`config.mk`:
```
export PLATFORM = sky130hd
export DESIGN_NAME = ram_arbiter
export DESIGN_NICKNAME = d
export VERILOG_FILES = /design/src/rtl/ram_arbiter.sv
export SDC_FILE = /design/constraint.sdc
export NUM_CORES = 1
export LEC_CHECK = 0
export BUFFER_PORTS_ARGS = -buffer_cell sky130_fd_sc_hd__buf_2
export CAP_MARGIN = 10
export CELL_PAD_IN_SITES_DETAIL_PLACEMENT = 2
export CELL_PAD_IN_SITES_GLOBAL_PLACEMENT = 2
export CORE_AREA = 2 2 160 162
export CTS_CLUSTER_DIAMETER = 50
export CTS_CLUSTER_SIZE = 10
export DETAILED_ROUTE_END_ITERATION = 6
export DIE_AREA = 0 0 162 164
export PLACE_DENSITY = 0.76
export SETUP_SLACK_MARGIN = 0.15
export SYNTH_ARGS = -nofsm -noshare
export SYNTH_HDL_FRONTEND = slang
export SYNTH_SLANG_ARGS = --single-unit
export TNS_END_PERCENT = 30
```
`constraint.sdc`:
```
create_clock -name Clk -period 2.7 [get_ports Clk]
set_clock_uncertainty 0.05 [all_clocks]
set_input_delay 0.27 -clock Clk [delete_from_list [all_inputs] [get_ports Clk]]
set_output_delay 0.27 -clock Clk [all_outputs]
set_load 0.01 [all_outputs]
```
`src/rtl/ram_arbiter.sv`:
```
// ============================================================================
//  Module   : ram_arbiter
//  Purpose  : Shares one single-port SRAM between the boot-loader write port,
//             the core data port and the core instruction-fetch port. At most
//             one SRAM access is issued per cycle. Each response is returned
//             to its owner exactly one cycle after the grant, and accesses
//             outside the SRAM window are flagged with err.
//  Ports    : Clk, Rst             - clock, synchronous active-high reset
//             boot_/data_/instr_*  - req/gnt/rvalid requester ports
//                                    (we, be, addr, wdata in; rdata, err out)
//             mem_*                - SRAM macro port (word-indexed address,
//                                    read data returned one cycle after mem_req)
//  Config   : ARB_ROUND_ROBIN_EN   - when defined, data and instr alternate
//                                    on contention; otherwise data always
//                                    beats instr
//  Revision : 1.0 - initial release
// ============================================================================
`default_nettype none

module ram_arbiter #(
    parameter int             AW       = 32,
    parameter int             DW       = 32,
    parameter logic [AW-1:0]  MEM_BASE = 32'h0000_0000,
    parameter int             MEM_SIZE = 4096
) (
    input  logic              Clk,
    input  logic              Rst,

    input  logic              boot_req,
    output logic              boot_gnt,
    output logic              boot_rvalid,
    input  logic              boot_we,
    input  logic [DW/8-1:0]   boot_be,
    input  logic [AW-1:0]     boot_addr,
    input  logic [DW-1:0]     boot_wdata,
    output logic [DW-1:0]     boot_rdata,
    output logic              boot_err,

    input  logic              data_req,
    output logic              data_gnt,
    output logic              data_rvalid,
    input  logic              data_we,
    input  logic [DW/8-1:0]   data_be,
    input  logic [AW-1:0]     data_addr,
    input  logic [DW-1:0]     data_wdata,
    output logic [DW-1:0]     data_rdata,
    output logic              data_err,

    input  logic              instr_req,
    output logic              instr_gnt,
    output logic              instr_rvalid,
    input  logic              instr_we,
    input  logic [DW/8-1:0]   instr_be,
    input  logic [AW-1:0]     instr_addr,
    input  logic [DW-1:0]     instr_wdata,
    output logic [DW-1:0]     instr_rdata,
    output logic              instr_err,

    output logic              mem_req,
    output logic              mem_we,
    output logic [DW/8-1:0]   mem_be,
    output logic [AW-3:0]     mem_addr,
    output logic [DW-1:0]     mem_wdata,
    input  logic [DW-1:0]     mem_rdata
);

    localparam logic [1:0]    c_own_boot  = 2'd0;
    localparam logic [1:0]    c_own_data  = 2'd1;
    localparam logic [1:0]    c_own_instr = 2'd2;
    localparam logic [AW-1:0] c_mem_size  = AW'(MEM_SIZE);

    logic              w_gnt_boot;
    logic              w_gnt_data;
    logic              w_gnt_instr;
    logic              w_any_gnt;
    logic [1:0]        w_sel_owner;
    logic              w_sel_we;
    logic [DW/8-1:0]   w_sel_be;
    logic [AW-1:0]     w_sel_addr;
    logic [DW-1:0]     w_sel_wdata;
    logic [AW:0]       w_diff;
    logic              w_in_range;
    logic              w_resp_vld;

    logic              r_resp_vld;
    logic [1:0]        r_resp_owner;
    logic              r_resp_err;
    logic              r_resp_rd;

`ifdef ARB_ROUND_ROBIN_EN
    // 1 after a data grant (instr wins next contention), 0 after an instr
    // grant; reset value favours data.
    logic              r_prefer_instr;
`endif

    // ------------------------------------------------------------------
    // Grant selection: boot is absolute; data/instr resolved by config.
    // ------------------------------------------------------------------
    always_comb begin
        w_gnt_boot  = 1'b0;
        w_gnt_data  = 1'b0;
        w_gnt_instr = 1'b0;
        if (!Rst) begin
            if (boot_req) begin
                w_gnt_boot = 1'b1;
            end else if (data_req && instr_req) begin
`ifdef ARB_ROUND_ROBIN_EN
                if (r_prefer_instr) begin
                    w_gnt_instr = 1'b1;
                end else begin
                    w_gnt_data = 1'b1;
                end
`else
                w_gnt_data = 1'b1;
`endif
            end else if (data_req) begin
                w_gnt_data = 1'b1;
            end else if (instr_req) begin
                w_gnt_instr = 1'b1;
            end
        end
    end

    assign w_any_gnt = w_gnt_boot | w_gnt_data | w_gnt_instr;

    // Winner's request fields.
    always_comb begin
        w_sel_owner = c_own_boot;
        w_sel_we    = boot_we;
        w_sel_be    = boot_be;
        w_sel_addr  = boot_addr;
        w_sel_wdata = boot_wdata;
        if (w_gnt_data) begin
            w_sel_owner = c_own_data;
            w_sel_we    = data_we;
            w_sel_be    = data_be;
            w_sel_addr  = data_addr;
            w_sel_wdata = data_wdata;
        end else if (w_gnt_instr) begin
            w_sel_owner = c_own_instr;
            w_sel_we    = instr_we;
            w_sel_be    = instr_be;
            w_sel_addr  = instr_addr;
            w_sel_wdata = instr_wdata;
        end
    end

    // One extra bit catches the borrow when addr < MEM_BASE, so a single
    // subtraction gives both the window check and the SRAM offset.
    assign w_diff     = {1'b0, w_sel_addr} - {1'b0, MEM_BASE};
    assign w_in_range = ~w_diff[AW] && (w_diff[AW-1:0] < c_mem_size);

    assign mem_req   = w_any_gnt & w_in_range;
    assign mem_we    = mem_req & w_sel_we;
    assign mem_be    = mem_req ? w_sel_be : '0;
    assign mem_addr  = w_diff[AW-1:2];
    assign mem_wdata = w_sel_wdata;

    // ------------------------------------------------------------------
    // Response pipeline: reloaded from the grant every cycle.
    // ------------------------------------------------------------------
    always_ff @(posedge Clk) begin
        if (Rst) begin
            r_resp_vld   <= 1'b0;
            r_resp_owner <= c_own_boot;
            r_resp_err   <= 1'b0;
            r_resp_rd    <= 1'b0;
        end else begin
            r_resp_vld   <= w_any_gnt;
            r_resp_owner <= w_sel_owner;
            r_resp_err   <= w_any_gnt & ~w_in_range;
            r_resp_rd    <= w_any_gnt & w_in_range & ~w_sel_we;
        end
    end

`ifdef ARB_ROUND_ROBIN_EN
    always_ff @(posedge Clk) begin
        if (Rst) begin
            r_prefer_instr <= 1'b0;
        end else if (w_gnt_data) begin
            r_prefer_instr <= 1'b1;
        end else if (w_gnt_instr) begin
            r_prefer_instr <= 1'b0;
        end
    end
`endif

    // A response registered just before Rst rises must not escape.
    assign w_resp_vld = r_resp_vld & ~Rst;

    assign boot_gnt    = w_gnt_boot;
    assign data_gnt    = w_gnt_data;
    assign instr_gnt   = w_gnt_instr;

    assign boot_rvalid  = w_resp_vld && (r_resp_owner == c_own_boot);
    assign data_rvalid  = w_resp_vld && (r_resp_owner == c_own_data);
    assign instr_rvalid = w_resp_vld && (r_resp_owner == c_own_instr);

    assign boot_err    = boot_rvalid  & r_resp_err;
    assign data_err    = data_rvalid  & r_resp_err;
    assign instr_err   = instr_rvalid & r_resp_err;

    assign boot_rdata  = (boot_rvalid  && r_resp_rd) ? mem_rdata : '0;
    assign data_rdata  = (data_rvalid  && r_resp_rd) ? mem_rdata : '0;
    assign instr_rdata = (instr_rvalid && r_resp_rd) ? mem_rdata : '0;

endmodule

`default_nettype wire

```
==> Word-level counts from Yosys, hierarchy flattened <==
Cells that the tools add are included.
{ "totals": {"register_bits": 5, "inputBits": 244, "out_inout_bits": 173} }
{ "classes": {"n_lt_le_gt_ge": 1, "eq_ne": 2, "muxes": 25, "bitwise": 13, "n_reduce_logical": 9} }
{ "op_table": {"columns": ["op", "count"], "rows": [
  ["$mux W32", 7],
  ["$lt A32 B13 Y1 const B", 1],
  ["$mux W1", 14],
  ["$mux W4", 3],
  ["$and A1 B1 Y1", 8],
  ["$logic_and A1 B1 Y1", 7],
  ["$not A1 Y1", 3],
  ["$eq A2 B1 Y1 const B", 1],
  ["$eq A2 B2 Y1 const B", 1],
  ["$logic_not A2 Y1", 1],
  ["$mux W2", 1],
  ["$or A1 B1 Y1", 2],
  ["$reduce_or A2 Y1", 1]
]} }

==> Depth between registers and ports, before layout <==
{ "logic_depth": {"ltp_word": 10, "mapped_depth": 9} }

==> Worst setup path before layout <==
Ideal clock, no wire load.
{ "synth_path": {"kind": "input-to-output", "from": "in Rst", "to": "out mem_be[0]", "t_arrival_ps": 2485, "required_ps": 2380, "path_slack_ps": -105, "cell_stages": 6, "path_cell_list": "or4b_1 -> o221a_1 -> or4b_1 -> o31ai_2 -> nand4b_2 -> nor4_1"} }
{ "synth_via": {"elab_chain_cells": 6} }
{ "synth_rtl": {"columns": ["element", "line_no", "text"], "rows": [
  ["start: declaration", "27", "input logic Rst,"],
  ["$mux W1", "103", "if (!Rst) begin"],
  ["$mux W32", "139", "end else if (w_gnt_instr) begin"],
  ["$mux W32", "133", "if (w_gnt_data) begin"],
  ["$lt A32 B13 Y1", "151", "assign w_in_range = ~w_diff[AW] && (w_diff[AW-1:0] < c_mem_size);"],
  ["$and A1 B1 Y1", "153", "assign mem_req = w_any_gnt & w_in_range;"],
  ["$mux W4 *", "155", "assign mem_be = mem_req ? w_sel_be : '0;"],
  ["end: declaration", "61", "output logic [DW/8-1:0] mem_be,"]
]} }
Every way passes the cells marked *; elsewhere a longest branch is shown, timed or not.

==> Final worst setup path <==
Same ends and word-level chain as after synthesis.

==> impl_summary.md <==
Clocking
The clock-pin slew reported for the worst setup and hold paths after clock tree synthesis is 0.03 ns. The largest buffer count on any clock path is 2. In this run the number of H-tree levels came out at 1. CTS saw 5 sinks.

The tree is rooted in a sky130_fd_sc_hd__clkbuf_16. TritonCTS built the clock tree. The TritonCTS buffer count is 3.

Synth
After synthesis, the mean cell area works out to 6.350 um^2. The post-synth design cell area is 2788 um^2. Counting flops with a built-in enable in the synthesized netlist gives 0.

After synthesis, the share of flip-flops with an asynchronous set or reset is 0%. In the synthesized netlist the dominant register cell turns out to be sky130_fd_sc_hd__dfxtp_1. Counting every instance in the synthesized netlist gives 439. Counting distinct cell types in the post-synthesis netlist gives 43. The synthesis warning total is 0.

The sequential fraction of the synthesis area is 3.591%. When the netlist entered floorplanning its net count stood at 683. The synthesized design contains 5 register bits.

Flow run
The number of maximum-capacitance constraint violations is 0.

GRT
For this run, the total global-route usage over all layers was measured as 14.75%. The total overflow left after global routing is 0. The first global-routing pass estimated 31.16 mm of wire. The number of global-route vias before repair is 5456. Entering global routing, the biggest net connects 105 pins. The number of antenna violations at the first check in global routing is 0.

STA
The relative slew slack is 56.44%. The slack of the critical path is -0.1805 ns. Setup total negative slack on the finished layout was measured at -0.9039 ns. The top achievable clock speed is 347.2 MHz. For the pin with the worst max-slew slack, the measured transition is 0.6534 ns.

Setup repair after global routing could not meet its margin everywhere. The number of pins exceeding their max-slew limit in the final report came to 0. The total count of hold-check failures in the final report was 0.

The worst path uses 106.7% of the clock period. The smallest clock period supported by the final layout is computed as 2.880 ns. The final setup violation count is 6.

Setup path
For the worst setup path, the data required time is 2.38 ns. The kind of start point of the critical path is an input port. Walking the worst path, the cells encountered are buf_8, buf_4, or4b_1, o221ai_2, buf_4, nand4b_1, o31ai_4, nand4b_4, buf_12, nor4_4, buf_2. Data on the critical path arrives at its endpoint at 2.56 ns. For this design, the slowest cell found on the critical path is sky130_fd_sc_hd__or4b_1.

The largest single stage delay on the critical path is 0.55 ns. On the critical path the largest part of the delay comes from simple AND/OR/NAND/NOR gates. The most repeated library cell on the critical path is sky130_fd_sc_hd__buf_4.

The worst setup path is captured at an output port. The type of the worst setup path is in2out. In this run the worst path has a maximum fanout of 9. The critical path starts at Rst. Counting both buffers and inverters, the worst setup path holds a total of 5.

Route
For this block, the via count after detailed routing is 5162. After detailed routing, the number of vias per cell comes to 4.371. For this run, the detailed router's first-pass iteration total came to 4. In the routed design, unresolved DRC markers number 0.

Dividing the detail-routed wire length by the instance count gives 18.06 um. The number of routed nets with antenna violations is 0. The detailed router finished its first iteration with 214 violations. After detailed routing, the total wire length is 21.33 mm.

Finish
For this run, the number of standard cells in the final layout without fillers is 1181. In the layout the commonest cells are sky130_fd_sc_hd__buf_2, sky130_fd_sc_hd__and3_1, sky130_fd_sc_hd__nor2_1. In the final design database the tool counted 1096 nets. The final design instance area without fill is 5863 um^2.

From synthesis to final layout, the design area changed by 110.3%. The number of fill cells in the layout is 3119. The repair_antennas step left the layout with diodes totalling 0. The layout cell share with drive strength beyond 1 is 58.75%. The most common cell after layout, fill and taps aside is sky130_fd_sc_hd__buf_2.

Floorplan
The area of the placeable core is 24820 um^2. The top-level port count is 417. The floorplan has 58 rows. The initial utilization of the core area, before any placement, comes to 11.23%. The total die area is 26570 um^2. In this run the vertical extent of the chip is 164 um. The width of the die is 162 um.

Placed design
The post-placement cell area is 5612 um^2. The final estimated routing congestion in global placement is 0.8236. The half-perimeter wire length of the detailed placement result is 18.13 mm.

Port buffering added 410 buffers. In this run, placement finished with an instance count of 1171.

Power and ir drop
The worst-case IR drop observed on VDD is 0.09725 mV. The power density over the cells is 179.5 nW/um^2. The static leakage is 3.430 nW.

Run status
The checks that failed: setup timing. The flow ran to the end, but the final reports show violations.

Min path
The classification of the worst-slack hold path is in2reg. The startpoint identified for the worst hold timing path is data_we.
cells by family (layout without fill, tap and decap cells):
logic type	after synthesis	after routing	share of synthesized area (%)
DFF	5	5	3.591
buffers and inverters	63	475	8.797
muxes	43	43	15.44
and+or+nand+nor	218	218	45.83
AOI/OAI and AO/OA	110	110	26.35
registers in the layout, summed over array words and instances (netlist names):
signal        cells
r_resp_err        1
r_resp_vld        1
r_resp_owner      2
r_resp_rd         1
what timing repair did:
| item | in CTS | in global routing |
|---|---|---|
| endpoints found under the setup margin | 45 | 24 |
| pin swaps | 9 | 7 |
| gates cloned | 1 | 0 |
| buffers inserted | 4 | 1 |
| endpoints found under the hold margin | 0 | 0 |
| gates resized for setup | 18 | 8 |
| hold buffers | 0 | 0 |
per-layer routing:
metal  track usage (%)  wire (um)
met4             1.046         67
met2             28.72      11180
met5                 0          0
met1             16.67       8153
met3             3.914       1925
cell usage after synthesis, drive strengths merged, types with 2 or more instances:
cell type	number	area (um^2)
and3	97	606.8
nor2	59	224.0
a21oi	51	255.2
mux2i	43	430.4
clkbuf	41	153.9
o21bai	17	127.6
or4b	13	130.1
inv	11	41.29
buf	10	46.29
o221ai	10	87.58
o221a	9	101.4
nor3	8	40.04
o21ai	8	40.04
nand2	7	26.28
nor4b	7	61.31
o21a	6	45.04
dfxtp	5	100.1
nand3	5	25.02
nor4	5	31.28
and2	4	25.02
nand4b	3	32.53
or2	3	18.77
a211oi	2	15.01
nor4bb	2	20.02
area by class of cell:
| cell class | instances | area [um^2] | area share (%) |
|---|---|---|---|
| well taps | 330 | 412.9 | 7.042 |
| repair buffers | 459 | 2557 | 43.62 |
| inverters | 12 | 45.04 | 0.7682 |
| clock buffers | 4 | 78.83 | 1.344 |
| flip-flops and latches | 5 | 101.3 | 1.729 |
| multi-input cells | 371 | 2668 | 45.50 |
path summary, 6_finish.rpt:
kind                         to  slack, ns  cells past startpoint
worst max-delay path  mem_be[0]      -0.18                     11
worst min-delay path  r_resp_rd       0.45                      5
power breakdown:
group          switching [mW]  internal, mW
logic                   0.373         0.353
clock network          0.0505         0.196
registers             0.00289        0.0774
total                   0.426         0.626
through the flow:
step	utilization [%]	setup slack (ns)	hold slack, ns	total power, mW
floorplan	-	0.08161	0.5586	0.3675
global placement	22.61	-0.2544	0.6825	0.7707
detailed placement	22.61	-0.3093	0.6806	0.7904
CTS	23.48	-0.2564	0.4438	1.068
global route	23.62	-0.3187	0.5176	1.135
finish	23.62	-0.1805	0.4457	1.053
(Power assumes the default switching activity.)
